$ cat config.mk
export PLATFORM = sky130hd
export DESIGN_NAME = snd_bus_seq
export DESIGN_NICKNAME = d
export VERILOG_FILES = /design/src/rtl/snd_bus_seq_pkg.sv /design/src/rtl/snd_rec_cnt.sv /design/src/rtl/snd_bus_seq.sv
export SDC_FILE = /design/constraint.sdc
export NUM_CORES = 1
export LEC_CHECK = 0
export ABC_CLOCK_PERIOD_IN_PS = 4600
export CAP_MARGIN = 15
export CORE_MARGIN = 2
export CORE_UTILIZATION = 30
export CTS_CLUSTER_DIAMETER = 120
export DETAILED_ROUTE_END_ITERATION = 7
export SYNTH_ARGS = -nofsm -noshare
export SYNTH_HDL_FRONTEND = slang
export SYNTH_SLANG_ARGS = --single-unit
$ cat constraint.sdc
create_clock -name clk -period 4.6 [get_ports clk]
set_input_delay 0.92 -clock clk [delete_from_list [all_inputs] [get_ports clk]]
set_output_delay 0.92 -clock clk [all_outputs]
set_load 0.02 [all_outputs]
$ cat src/rtl/snd_bus_seq_pkg.sv
// Shared definitions for the sound-bus sequencer: target codes, FSM states,
// default cycle constants and a helper that classifies accesses with no bus cycle.
package snd_bus_seq_pkg;

  localparam logic [1:0] TGT_YM0  = 2'b00;
  localparam logic [1:0] TGT_YM1  = 2'b01;
  localparam logic [1:0] TGT_SAA  = 2'b10;
  localparam logic [1:0] TGT_NONE = 2'b11;

  typedef enum logic [2:0] {
    ST_IDLE  = 3'd0,
    ST_WREC  = 3'd1,
    ST_SETUP = 3'd2,
    ST_STRB  = 3'd3,
    ST_HOLD  = 3'd4
  } state_t;

  localparam int DEF_SETUP_CYC   = 1;
  localparam int DEF_STROBE_CYC  = 3;
  localparam int DEF_HOLD_CYC    = 1;
  localparam int DEF_YM_ADDR_REC = 5;
  localparam int DEF_YM_DATA_REC = 24;
  localparam int DEF_SAA_REC     = 2;
  localparam int DEF_CW          = 5;

  // The SAA1099 is write-only, so a read of it completes like an unmapped access.
  function automatic logic is_null(input logic [1:0] tgt, input logic we);
    return (tgt == TGT_NONE) || ((tgt == TGT_SAA) && !we);
  endfunction

endpackage

$ cat src/rtl/snd_rec_cnt.sv
// Per-chip write-recovery down-counter; saturates at zero, load wins over decrement.
module snd_rec_cnt #(
  parameter int CW = 5
) (
  input  logic          clk,
  input  logic          rst_n,
  input  logic          load,
  input  logic [CW-1:0] load_val,
  output logic          zero,
  output logic          last
);

  logic [CW-1:0] cnt_reg;

  always_ff @(posedge clk or negedge rst_n) begin
    if (!rst_n) begin
      cnt_reg <= '0;
    end else if (load) begin
      cnt_reg <= load_val;
    end else if (cnt_reg != '0) begin
      cnt_reg <= cnt_reg - 1'b1;
    end
  end

  assign zero = (cnt_reg == '0);
  assign last = (cnt_reg == CW'(1));

endmodule

$ cat src/rtl/snd_bus_seq.sv
// Sound-chip bus sequencer (2x YM2203, 1x SAA1099) with per-chip write recovery.
// Optional 1-entry posted-write buffer enabled by defining SNDSEQ_POSTWR_EN.
module snd_bus_seq
  import snd_bus_seq_pkg::*;
#(
  parameter int SETUP_CYC   = DEF_SETUP_CYC,
  parameter int STROBE_CYC  = DEF_STROBE_CYC,
  parameter int HOLD_CYC    = DEF_HOLD_CYC,
  parameter int YM_ADDR_REC = DEF_YM_ADDR_REC,
  parameter int YM_DATA_REC = DEF_YM_DATA_REC,
  parameter int SAA_REC     = DEF_SAA_REC,
  parameter int CW          = DEF_CW
) (
  input  logic       clk,
  input  logic       rst_n,
  input  logic       req,
  input  logic       req_we,
  input  logic [1:0] req_tgt,
  input  logic       req_a0,
  input  logic [7:0] req_d,
  output logic       ack,
  output logic [7:0] rd_data,
  output logic       busy,
  output logic       ym0_cs_n,
  output logic       ym1_cs_n,
  output logic       saa_cs_n,
  output logic       bus_a0,
  output logic       bus_wr_n,
  output logic       bus_rd_n,
  output logic [7:0] bus_dout,
  output logic       bus_doe,
  input  logic [7:0] bus_din
);

  localparam logic [CW-1:0] SETUP_LAST = CW'(SETUP_CYC - 1);
  localparam logic [CW-1:0] STRB_LAST  = CW'(STROBE_CYC - 1);
  localparam logic [CW-1:0] HOLD_LAST  = CW'(HOLD_CYC - 1);

  state_t        state_reg, state_next;
  logic [CW-1:0] ph_reg, ph_next;
  logic [1:0]    tgt_reg;
  logic          we_reg, a0_reg;
  logic [7:0]    d_reg, rd_data_reg;
  logic          ack_reg, ack_next;

  logic          start, from_buf, posted;
  logic [1:0]    src_tgt;
  logic          src_we, src_a0, src_null;
  logic [7:0]    src_d;
  logic          strb_last, hold_exit, active;
  logic [2:0]    rec_zero, rec_last, rec_load;
  logic [3:0]    rec_rdy;
  logic          pbuf_full;

`ifdef SNDSEQ_POSTWR_EN
  logic       pbuf_valid_reg;
  logic [1:0] pbuf_tgt_reg;
  logic       pbuf_a0_reg;
  logic [7:0] pbuf_d_reg;
  logic       pbuf_accept;

  // Writes always pass through the buffer; reads go direct once it is empty.
  assign posted      = 1'b1;
  assign from_buf    = pbuf_valid_reg;
  assign pbuf_full   = pbuf_valid_reg;
  assign pbuf_accept = req && req_we && !pbuf_valid_reg && !ack_reg;
  assign start       = (state_reg == ST_IDLE) &&
                       (pbuf_valid_reg || (req && !req_we && !ack_reg));
  assign src_tgt     = pbuf_valid_reg ? pbuf_tgt_reg : req_tgt;
  assign src_we      = pbuf_valid_reg ? 1'b1         : req_we;
  assign src_a0      = pbuf_valid_reg ? pbuf_a0_reg  : req_a0;
  assign src_d       = pbuf_valid_reg ? pbuf_d_reg   : req_d;

  always_ff @(posedge clk or negedge rst_n) begin
    if (!rst_n) begin
      pbuf_valid_reg <= 1'b0;
      pbuf_tgt_reg   <= TGT_NONE;
      pbuf_a0_reg    <= 1'b0;
      pbuf_d_reg     <= 8'h00;
    end else if (pbuf_accept) begin
      pbuf_valid_reg <= 1'b1;
      pbuf_tgt_reg   <= req_tgt;
      pbuf_a0_reg    <= req_a0;
      pbuf_d_reg     <= req_d;
    end else if (start && from_buf) begin
      pbuf_valid_reg <= 1'b0;
    end
  end
`else
  logic pbuf_accept;

  assign posted      = 1'b0;
  assign from_buf    = 1'b0;
  assign pbuf_full   = 1'b0;
  assign pbuf_accept = 1'b0;
  // The ack cycle is skipped so a request still held high is not taken twice.
  assign start       = (state_reg == ST_IDLE) && req && !ack_reg;
  assign src_tgt     = req_tgt;
  assign src_we      = req_we;
  assign src_a0      = req_a0;
  assign src_d       = req_d;
`endif

  assign src_null  = is_null(src_tgt, src_we);
  assign strb_last = (state_reg == ST_STRB) && (ph_reg == STRB_LAST);
  assign hold_exit = (state_reg == ST_HOLD) && (ph_reg == HOLD_LAST);
  // A chip may start SETUP on the cycle its counter reaches zero.
  assign rec_rdy   = {1'b1, rec_zero | rec_last};

  generate
    for (genvar gi = 0; gi < 3; gi++) begin : g_rec
      logic [CW-1:0] load_val;
      if (gi == 2) begin : g_saa
        assign load_val = CW'(SAA_REC);
      end else begin : g_ym
        assign load_val = a0_reg ? CW'(YM_DATA_REC) : CW'(YM_ADDR_REC);
      end
      assign rec_load[gi] = hold_exit && we_reg && (tgt_reg == 2'(gi));
      snd_rec_cnt #(.CW(CW)) u_rec (
        .clk      (clk),
        .rst_n    (rst_n),
        .load     (rec_load[gi]),
        .load_val (load_val),
        .zero     (rec_zero[gi]),
        .last     (rec_last[gi])
      );
    end
  endgenerate

  always_comb begin
    state_next = state_reg;
    ph_next    = ph_reg + 1'b1;
    ack_next   = pbuf_accept;
    case (state_reg)
      ST_IDLE: begin
        ph_next = '0;
        if (start) begin
          if (src_null)                ack_next   = !from_buf;
          else if (rec_rdy[src_tgt])   state_next = ST_SETUP;
          else                         state_next = ST_WREC;
        end
      end
      ST_WREC: begin
        ph_next = '0;
        if (rec_rdy[tgt_reg]) state_next = ST_SETUP;
      end
      ST_SETUP: begin
        if (ph_reg == SETUP_LAST) begin
          state_next = ST_STRB;
          ph_next    = '0;
        end
      end
      ST_STRB: begin
        if (strb_last) begin
          state_next = ST_HOLD;
          ph_next    = '0;
        end
      end
      ST_HOLD: begin
        if (hold_exit) begin
          state_next = ST_IDLE;
          ph_next    = '0;
          ack_next   = !(posted && we_reg);
        end
      end
      default: begin
        state_next = ST_IDLE;
        ph_next    = '0;
      end
    endcase
  end

  always_ff @(posedge clk or negedge rst_n) begin
    if (!rst_n) begin
      state_reg   <= ST_IDLE;
      ph_reg      <= '0;
      tgt_reg     <= TGT_NONE;
      we_reg      <= 1'b0;
      a0_reg      <= 1'b0;
      d_reg       <= 8'h00;
      ack_reg     <= 1'b0;
      rd_data_reg <= 8'hFF;
    end else begin
      state_reg <= state_next;
      ph_reg    <= ph_next;
      ack_reg   <= ack_next;
      if (start) begin
        tgt_reg <= src_tgt;
        we_reg  <= src_we;
        a0_reg  <= src_a0;
        d_reg   <= src_d;
      end
      if (start && src_null && !src_we) rd_data_reg <= 8'hFF;
      else if (strb_last && !we_reg)    rd_data_reg <= bus_din;
    end
  end

  assign active   = (state_reg == ST_SETUP) || (state_reg == ST_STRB) ||
                    (state_reg == ST_HOLD);
  assign ym0_cs_n = !(active && (tgt_reg == TGT_YM0));
  assign ym1_cs_n = !(active && (tgt_reg == TGT_YM1));
  assign saa_cs_n = !(active && (tgt_reg == TGT_SAA));
  assign bus_wr_n = !((state_reg == ST_STRB) && we_reg);
  assign bus_rd_n = !((state_reg == ST_STRB) && !we_reg);
  assign bus_doe  = active && we_reg;
  assign bus_a0   = a0_reg;
  assign bus_dout = d_reg;
  assign ack      = ack_reg;
  assign rd_data  = rd_data_reg;
  assign busy     = (state_reg != ST_IDLE) || pbuf_full;

endmodule
-- Yosys cells after proc, flatten, opt, wreduce, memory -nomap -nowiden
Index checks and enable logic that the tools add are counted.
- bits in latches: 0
- memory bits (read-only): 0
- output and inout bits: 25
- memories: 0
- memory bits (writable): 0
- word-level logic and storage cells: 109
- flip-flop bits (word level): 44
- input bits: 23
- bitwise logic cells: 1
- magnitude comparators: 2
- shift-type cells: 0
- $mul: 0
- div/mod/pow operators: 0
- eq/ne operators: 18
- add/subtract/negate cells: 4
- mux-type cells: 29
- reductions and logical operators: 44
- operator list (operator ; count):
    $mux W5 ; 10
    $logic_not A5 Y1 ; 4
    $logic_and A1 B1 Y1 ; 18
    $mux W3 ; 6
    $mux W8 ; 2
    $eq A5 B1 Y1 const B ; 3
    $pmux W3 S5 ; 1
    $pmux W5 S3 ; 1
    $reduce_bool A5 Y1 ; 3
    $sub A5 B1 Y5 const B ; 3
    $ne A2 B2 Y1 const B ; 6
    $logic_not A1 Y1 ; 8
    $reduce_bool A2 Y1 ; 4
    $eq A2 B2 Y1 const B ; 3
    $eq A3 B2 Y1 const B ; 2
    $lt A2 B3 Y1 const B ; 2
    $reduce_and A6 Y1 ; 1
    $add A5 B1 Y5 const B ; 1
    $eq A5 B2 Y1 const B ; 1
    $mux W1 ; 5
    $bmux W1 S2 ; 2
    $eq A3 B1 Y1 const B ; 1
    $eq A3 B3 Y1 const B ; 1
    $logic_not A3 Y1 ; 1
    other kinds (7) ; 9

-- Depth between registers and ports, before layout
Gate-level depths: netlist of run 1.
- word-level depth: 8
- mapped depth: 7

-- Modules after synthesis
A second synthesis of run 1 with hierarchy kept.
- cells, all modules: 224
- area total of the unflattened synthesis: 2433.6 um^2
- by module, submodules not included (module ; cells an instance ; area each (um^2) ; instances):
    snd_bus_seq ; 137 ; 1532.7 ; 1
    snd_rec_cnt ; 29 ; 300.3 ; 3

-- Worst setup path after synthesis of run 1
OpenSTA, ideal clock, no wires.
- path kind: reg2out
- start: register state_reg[0]
- end: output port bus_doe
- data required time: 3680 ps
- stages on the path, launching flop included: 5
- path buffers: 1
- arrival: 1288 ps
- path slack: 2392 ps
- path through: dfrtp_1 buf_2 nor3b_1 or2_2 and2_1
- longest elaborated chain between the ends: 4
- elaborated cells on any way between the ends: 6
- those cells by class: eq/ne: 3; reduce/logical: 3
- RTL lines (element ; RTL line ; source):
    from (decl) ; snd_bus_seq.sv:39 ; state_t state_reg, state_next;
    from (signal assigned) ; snd_bus_seq.sv:184 ; state_reg <= state_next;
    $eq A3 B2 Y1 ; snd_bus_seq.sv:198 ; assign active = (state_reg == ST_SETUP) || (state_reg == ST_STRB) ||
    $logic_or A1 B1 Y1 ; snd_bus_seq.sv:198 ;
    $logic_or A1 B1 Y1 * ; snd_bus_seq.sv:198 ;
    $logic_and A1 B1 Y1 * ; snd_bus_seq.sv:205 ; assign bus_doe = active && we_reg;
    to (decl) ; snd_bus_seq.sv:31 ; output logic bus_doe,
Mark *: on every way between the ends. The rest lies on a longest branch, timed or not.

-- Worst setup path after layout of run 1
Ends and elaborated chain as after synthesis.

==> metrics.txt, run 1 <==
Worst VDD drop roughly 240 uV; GPL Wtd Cong 0.758; Post-route DRC 0; # diodes 0; top-area cell type share of the netlist area 36.7%; Final min period 3.17 ns; Inserted Clock Buffers 5; fraction of layout cells with a size suffix above 1 approximately an eighth; max reg flops 15; gr usage total 11.8%; # fillers ~750; Via density between 4 and 5; DRT antenna net count 0; fin. max-slew vios 0; pin count of the biggest net entering global routing 45; Arr. time, crit path 2.25 ns; fin nets 309; Initial DRT Pass Iterations 4; Synth Cell Area approximately 2300 um2; RSZ-0062 raised after global routing false; post-DP HPWL 3470 um; HP Class reg -> reg; Leak between 1 and 1.5 nW; Mean Syn Cell Area between 10 and 15 um2; Netlist cell types 40; status complete, no violations; MaxCap Viol Count 0; fin crit share between 60% and 70%; FP Rows 32; total wire length roughly 4700 um; Gate Count Post-Synth 225; Primary FF master, synth dfrtp_1; Pwr Density 687 nW/um2; ys async rst share 100%; type of origin of the critical path flip-flop; Relative slew margins 35.3%; vias in the first global route 1709; Die Wd just over 90 um; via count 1746; clock slew at reported path FFs 0.09 ns; CP Class reg -> out; critical path peak fanout 12; Syn Nets 260; cell area after layout 2960 um2; FMAX 0.315 GHz; placed cell area 2870 um2; Setup Viol. Count Final 0; most frequent cells in the layout clkdlybuf4s50_1, dfrtp_1, nand2_1; TritonCTS Sinks 44; TritonCTS clock tree done; synthesized flop and latch total 44; # hold bufs at CTS 0; Setup crit end kind primary output; grt ovf 0; Worst-Skew Late Latency roughly 0.3 ns; post-synth top area cell dfrtp_1; dominant cells by area after synthesis dfrtp_1, dfstp_2, ha_1; sequential-to-total area share from yosys stat 48.0%; commonest non-fill, non-tap cell in the layout clkdlybuf4s50_1; die area 8450 um2; Final TNS setup 0 ns; Synth Warn # 0; CP max-delay cell clkdlybuf4s50_1; P&R area growth vs syn 27.7%; critical-path cell list nor3b_1 > or2_2 > and2_1 > clkdlybuf4s50_1; WL/cell approximately 13 um; skew final 0.00938 ns; initial antenna violation count 0; crit-path max cell delay 0.60 ns; first-pass GRT wire length 7990 um; Initial Utilization 30.5%; DRT iter0 DRCs 70; H-tree levels 2; Longest Clk Path Bufs 2; final hold vios 0; WP data required 3.68 ns; hold_ws 0.496 ns; Die H ~90 um; Post-synth EDFFs 0; IO Port Bufs 47; # Post-CTS Setup Buffers 0; Slew @ Worst Pin 0.971 ns; Core Box Area 7610 um2; CTS Root Cell clkbuf_8; post-cts sizing count 0; Ports 48
[stage by stage]
stage	util, %	worst slack [ns]	cells	total power (W)
4_1_cts	38.9	1.41	377	0.00206
3_3_place_gp	37.7	1.82	369	0.00179
3_5_place_dp	37.7	1.77	369	0.00180
6_report	38.9	1.43	377	0.00203
5_1_grt	38.9	1.28	377	0.00220
2_1_floorplan	-	2.39	225	0.00144
[cell type report]
cell class | instances | area [um2] | share of cell area [%]
Sequential cell | 44 | 1110 | 37.6
Multi-Input combinational cell | 162 | 1110 | 37.5
Timing Repair Buffer | 47 | 465 | 15.7
Tap cell | 102 | 128 | 4.31
Clock buffer | 5 | 68.8 | 2.32
Inverter | 14 | 52.6 | 1.77
Clock inverter | 3 | 23.8 | 0.803
[cell families after synthesis]
logic type      synth area share, %
fa+ha+maj                      6.47
compound gates                 11.2
buf+inv                        4.15
xor+xnor                       3.40
simple gates                   16.2
flops                          48.0
mux                            10.6
[layer usage]
metal,track usage [%],share of wire (%),vias up
met4,4.10,0.85,0
li1,-,-,869
met5,0,0,-
met1,15.7,48,842
met3,2.71,4.0,4
met2,19.0,47,31
[Yosys cell counts (3+ instances only)]
cell	number
a31o_2	3
and3_1	3
nand2_1	25
dfstp_2	10
xor2_1	4
nor2_1	22
xnor2_1	5
ha_1	12
buf_6	3
inv_1	14
o41ai_1	3
a21oi_1	12
nand2b_1	3
nand3_1	6
mux2_2	12
dfrtp_1	34
nor2b_1	3
o21ai_0	5
nor3b_1	3
mux2i_1	11
nor3_1	7
[where the power goes]
part | internal, W | switching (W) | total (W)
Clock | 0.000108 | 0.000143 | 0.000251
Combinational | 0.000519 | 0.000504 | 0.00102
Sequential | 0.000597 | 0.000163 | 0.000761
[worst max-delay path, delay by kind of cell (launching register included)]
family	cells	cell delay, ns
flip-flops	1	0.51
buffers and inverters	1	0.60
AND/OR/NAND/NOR	3	0.85
[worst paths after layout]
check / startpoint / to / slack [ns] / depth (start not counted)
hold / removal: ph_reg[0] / ph_reg[0] / 0.50 / 1
hold reg to reg: ph_reg[0] / ph_reg[0] / 0.50 / 1
setup reg to reg: state_reg[0] / rd_data[4] / 2.52 / 4
max in group asynchronous: rst_n / g_rec[0].u_rec.cnt_reg[3] / 3.23 / 1
setup / recovery: state_reg[0] / bus_doe / 1.43 / 4
min in group asynchronous: rst_n / ph_reg[4] / 0.77 / 1
Power figures use the tool's default switching activity.
==> run 2, diff against run 1 <==
--- a/config.mk
+++ b/config.mk
@@ -5,7 +5,7 @@
 export SDC_FILE = /design/constraint.sdc
 export NUM_CORES = 1
 export LEC_CHECK = 0
-export ABC_CLOCK_PERIOD_IN_PS = 4600
+export ABC_CLOCK_PERIOD_IN_PS = 3150
 export CAP_MARGIN = 15
 export CORE_MARGIN = 2
 export CORE_UTILIZATION = 30
==> constraint.sdc (replaced) <==
create_clock -name clk -period 3.15 [get_ports clk]
set_input_delay 0.63 -clock clk [delete_from_list [all_inputs] [get_ports clk]]
set_output_delay 0.63 -clock clk [all_outputs]
set_load 0.02 [all_outputs]
==> run 2 against run 1 <==
- clock skew is 0.0034 ns higher
- highest routed layer unchanged
- die area stayed put
- non-clock buffer count stayed put
- hold slack worse by 0.016 ns
- critical endpoint unchanged
==> metrics.txt, run 2 (synthesis gave the netlist of run 1 again) <==
GPL Wtd Cong 0.758; Relative slew margins 34.1%; critical path peak fanout 12; Die Wd 91.9 um; Setup Viol. Count Final 0; die area 8450 um2; # Post-CTS Setup Buffers 0; MaxCap Viol Count 0; Post-route DRC 0; DRT iter0 DRCs 44; Worst-Skew Late Latency about 0.30 ns; Setup crit end kind primary output; # hold bufs at CTS 0; CP max-delay cell clkdlybuf4s50_1; Via density 4.65; total wire length 4750 um; Initial Utilization between 30% and 40%; final worst slack ~0.28 ns; TritonCTS clock tree done; post-DP HPWL 3490 um; final hold vios 0; total power between 0.002 and 0.003 W; crit-path max cell delay 0.60 ns; Worst VDD drop 377 uV; Leak roughly 1.3 nW; # diodes 0; R2R Setup Slk ~1.1 ns; critical-path cell list nor3b_1 > or2_2 > and2_1 > clkdlybuf4s50_1; initial antenna violation count 0; Initial DRT Pass Iterations 4; P&R area growth vs syn 27.7%; HP Class in -> async; status complete, no violations; vias in the first global route 1703; FMAX 0.348 GHz; Inserted Clock Buffers 5; fin crit share 91.1%; Setup WS pre-CTS 0.596 ns; CP Class reg -> out; commonest non-fill, non-tap cell in the layout clkdlybuf4s50_1; via count 1754; grt ovf 0; fin. max-slew vios 0; fraction of layout cells with a size suffix above 1 a little over an eighth; pin count of the biggest net entering global routing 45; FP Rows 32; RSZ-0062 raised after global routing false; DRT antenna net count 0; IO Port Bufs 47; skew final roughly 0.013 ns; Final min period 2.87 ns; Arr. time, crit path 2.24 ns; CTS Root Cell clkbuf_8; gr usage total 12.0%; Util after Layout 38.9%; first-pass GRT wire length 8180 um; Final TNS setup 0 ns; WL/cell 12.6 um; WP data required 2.52 ns; Pwr Density 1000 nW/um2; clock slew at reported path FFs 0.09 ns; type of origin of the critical path flip-flop; most frequent cells in the layout clkdlybuf4s50_1, dfrtp_1, nand2_1; Longest Clk Path Bufs 2; post-cts sizing count 0; Die H 91.9 um; H-tree levels 2; max reg flops 15; Core Box Area 7610 um2; fin nets 309; Ports 48; Slew @ Worst Pin 0.988 ns; TritonCTS Sinks 44
## run 2: cell counts in the layout (fill, tap and decap cells not counted)
Identical to the previous run, type by type.
## run 2: path summary, 6_finish.rpt
kind / endpoint / from / depth (start not counted)
setup / recovery: bus_doe / state_reg[0] / 4
hold / removal: ph_reg[0] / rst_n / 1
setup reg to reg: rd_data[2] / state_reg[0] / 4
hold reg to reg: ph_reg[0] / ph_reg[0] / 1
max in group asynchronous: g_rec[0].u_rec.cnt_reg[3] / rst_n / 1
min in group clk: ph_reg[0] / ph_reg[0] / 1
## run 2: routing by layer
| metal | GRT usage [%] | wire length [um] |
|---|---|---|
| met5 | 0 | 0 |
| met4 | 2.99 | 44 |
| met3 | 2.88 | 195 |
| met2 | 19.4 | 2280 |
| met1 | 16.2 | 2230 |
## run 2: area by class of cell
class	instances	area (um2)
clock buffers	5	68.8
repair buffers	47	465
clock inverters	3	23.8
flip-flops and latches	44	1110
multi-input cells	162	1110
fillers	776	4650
well taps	102	128
inverters	14	52.6
## run 2: worst max-delay path, delay by kind of cell, from the launching register on
family / cells / cell delay (ns)
flip-flops: 1 / 0.51
AND/OR/NAND/NOR: 3 / 0.83
buffers and inverters: 1 / 0.60
## run 2: through the flow
step	hold slack [ns]	instances	area, um2
after floorplan	0.334	225	2320
after global placement	0.484	369	2870
after detailed placement	0.493	369	2870
after CTS	0.509	377	2960
after global routing	0.526	377	2960
final	0.480	377	2960
## run 2: where the power goes
| part | internal (W) | total (W) | switching (W) |
|---|---|---|---|
| sequential | 0.000872 | 0.00111 | 0.000238 |
| combinational | 0.000758 | 0.00149 | 0.000735 |
| clock | 0.000157 | 0.000364 | 0.000207 |
| total | 0.00179 | 0.00297 | 0.00118 |
==> run 3, diff against run 2 <==
--- a/config.mk
+++ b/config.mk
@@ -11,6 +11,7 @@
 export CORE_UTILIZATION = 30
 export CTS_CLUSTER_DIAMETER = 120
 export DETAILED_ROUTE_END_ITERATION = 7
+export REMOVE_ABC_BUFFERS = 1
 export SYNTH_ARGS = -nofsm -noshare
 export SYNTH_HDL_FRONTEND = slang
 export SYNTH_SLANG_ARGS = --single-unit
==> run 3 against run 2 <==
- first-iteration DRC count up 59%
- register-to-register slack worse by 0.02 ns
- clock power up 3%
- die area unchanged
- design area about the same
- maximum frequency down 1.6%
- largest power group unchanged
- clock skew down 0.0039 ns
- combinational power about the same
- critical path type unchanged
- clock-buffer cell count unchanged
- non-clock buffer count unchanged
==> metrics.txt, run 3 (synthesis gave the netlist of run 1 again) <==
MaxCap Viol Count 0; final hold vios 0; Pwr Density between 1000 and 1500 nW/um2; RSZ-0062 raised after global routing false; Arr. time, crit path 2.29 ns; skew final 0.00887 ns; critical path peak fanout 12; via count about 1800; Setup crit end kind primary output; Setup WS pre-CTS slightly below 0.6 ns; HP Class in -> async; WP data required 2.52 ns; Ports 48; FMAX 0.343 GHz; WL/cell between 10 and 15 um; TritonCTS clock tree done; final worst slack 0.232 ns; Inserted Clock Buffers 5; TritonCTS Sinks 44; P&R area growth vs syn 27.7%; FP Rows 32; gr usage total between 10% and 20%; Setup Viol. Count Final 0; GPL Wtd Cong between 0.8 and 0.9; Relative slew margins 34.2%; commonest non-fill, non-tap cell in the layout clkdlybuf4s50_1; # Post-CTS Setup Buffers 0; critical-path cell list nor3b_1 > or2_2 > and2_1 > clkdlybuf4s50_1; fraction of layout cells with a size suffix above 1 13.1%; fin. max-slew vios 0; type of origin of the critical path flip-flop; status complete, no violations; grt ovf 0; CP Class reg -> out; vias in the first global route 1833; die area 8450 um2; max reg flops 15; clock slew at reported path FFs 0.10 ns; fin crit share 92.6%; # hold bufs at CTS 0; crit-path max cell delay 0.60 ns; Worst VDD drop 453 uV; Worst path top cell family by delay simple AND/OR/NAND/NOR gates; placed cell area approximately 2900 um2; Longest Clk Path Bufs 2; Via density 4.73; Worst-Skew Late Latency 0.31 ns; Die Wd just over 90 um; initial antenna violation count 0; CTS Root Cell clkbuf_8; H-tree levels 2; Slew @ Worst Pin 0.987 ns; Final min period approximately 2.9 ns; post-cts sizing count 0; first-pass GRT wire length 8310 um; IO Port Bufs 47; post-DP HPWL between 3000 and 4000 um; Leak 1.33 nW; Initial DRT Pass Iterations 4; fin nets approximately 310; CP max-delay cell clkdlybuf4s50_1; cell area after layout between 2000 and 3000 um2; Final TNS setup 0 ns; total wire length 4900 um; Post-route DRC 0; Crit path buffers/inverters 1; most frequent cells in the layout clkdlybuf4s50_1, dfrtp_1, nand2_1; Die H 91.9 um; # fillers about 800; pin count of the biggest net entering global routing 45; Core Box Area 7610 um2; DRT antenna net count 0; DRT iter0 DRCs 70; Initial Utilization 30.5%; # diodes 0
## run 3: cell types whose count changed in the layout (fill, tap and decap cells not counted), sizes merged
cell,change
clkinv,-1
inv,+2
clkinvlp,-1
## run 3: per-stage QoR
stage          total power [W]  hold slack (ns)  instances  util [%]
2_1_floorplan          0.00208            0.334        220         -
3_5_place_dp           0.00264            0.496        369      37.7
5_1_grt                0.00324            0.527        377      38.9
3_3_place_gp           0.00262            0.484        369      37.7
4_1_cts                0.00304            0.512        377      38.9
6_report               0.00300            0.485        377      38.9
## run 3: area by class of cell
type / instances / area (um2) / share of cell area [%]
Clock buffer: 5 / 68.8 / 2.32
Tap cell: 102 / 128 / 4.31
Timing Repair Buffer: 47 / 465 / 15.7
Inverter: 14 / 52.6 / 1.77
Multi-Input combinational cell: 162 / 1110 / 37.5
Sequential cell: 44 / 1110 / 37.6
Clock inverter: 3 / 25.0 / 0.845
## run 3: path summary, 6_finish.rpt
kind | to | cells after the start | start | slack [ns]
hold / removal | g_rec[2].u_rec.cnt_reg[3] | 1 | rst_n | 0.49
hold reg to reg | ph_reg[0] | 1 | ph_reg[0] | 0.50
min in group clk | ph_reg[0] | 1 | ph_reg[0] | 0.50
max in group asynchronous | bus_a0 | 1 | rst_n | 2.06
setup reg to reg | g_rec[1].u_rec.cnt_reg[2] | 5 | state_reg[0] | 1.06
setup / recovery | bus_doe | 4 | state_reg[0] | 0.23
## run 3: routing by layer
layer / GRT usage [%] / vias up / part of all wire, %
li1: - / 867 / -
met2: 20.3 / 39 / 50
met1: 14.9 / 873 / 44
met4: 4.60 / 0 / 0.98
met3: 3.94 / 5 / 5.3
met5: 0 / - / 0
## run 3: worst register-to-register path, stage by stage (launching register included)
cell and delay [ns]:
dfrtp_1 0.52, nor3b_1 0.47, and3_1 0.35, nand3_1 0.24, nor2_1 0.29, a31o_2 0.15
## run 3: where the power goes
group / internal (W) / switching (W) / total, W
sequential: 0.000872 / 0.000241 / 0.00111
combinational: 0.000760 / 0.000749 / 0.00151
clock: 0.000162 / 0.000214 / 0.000376
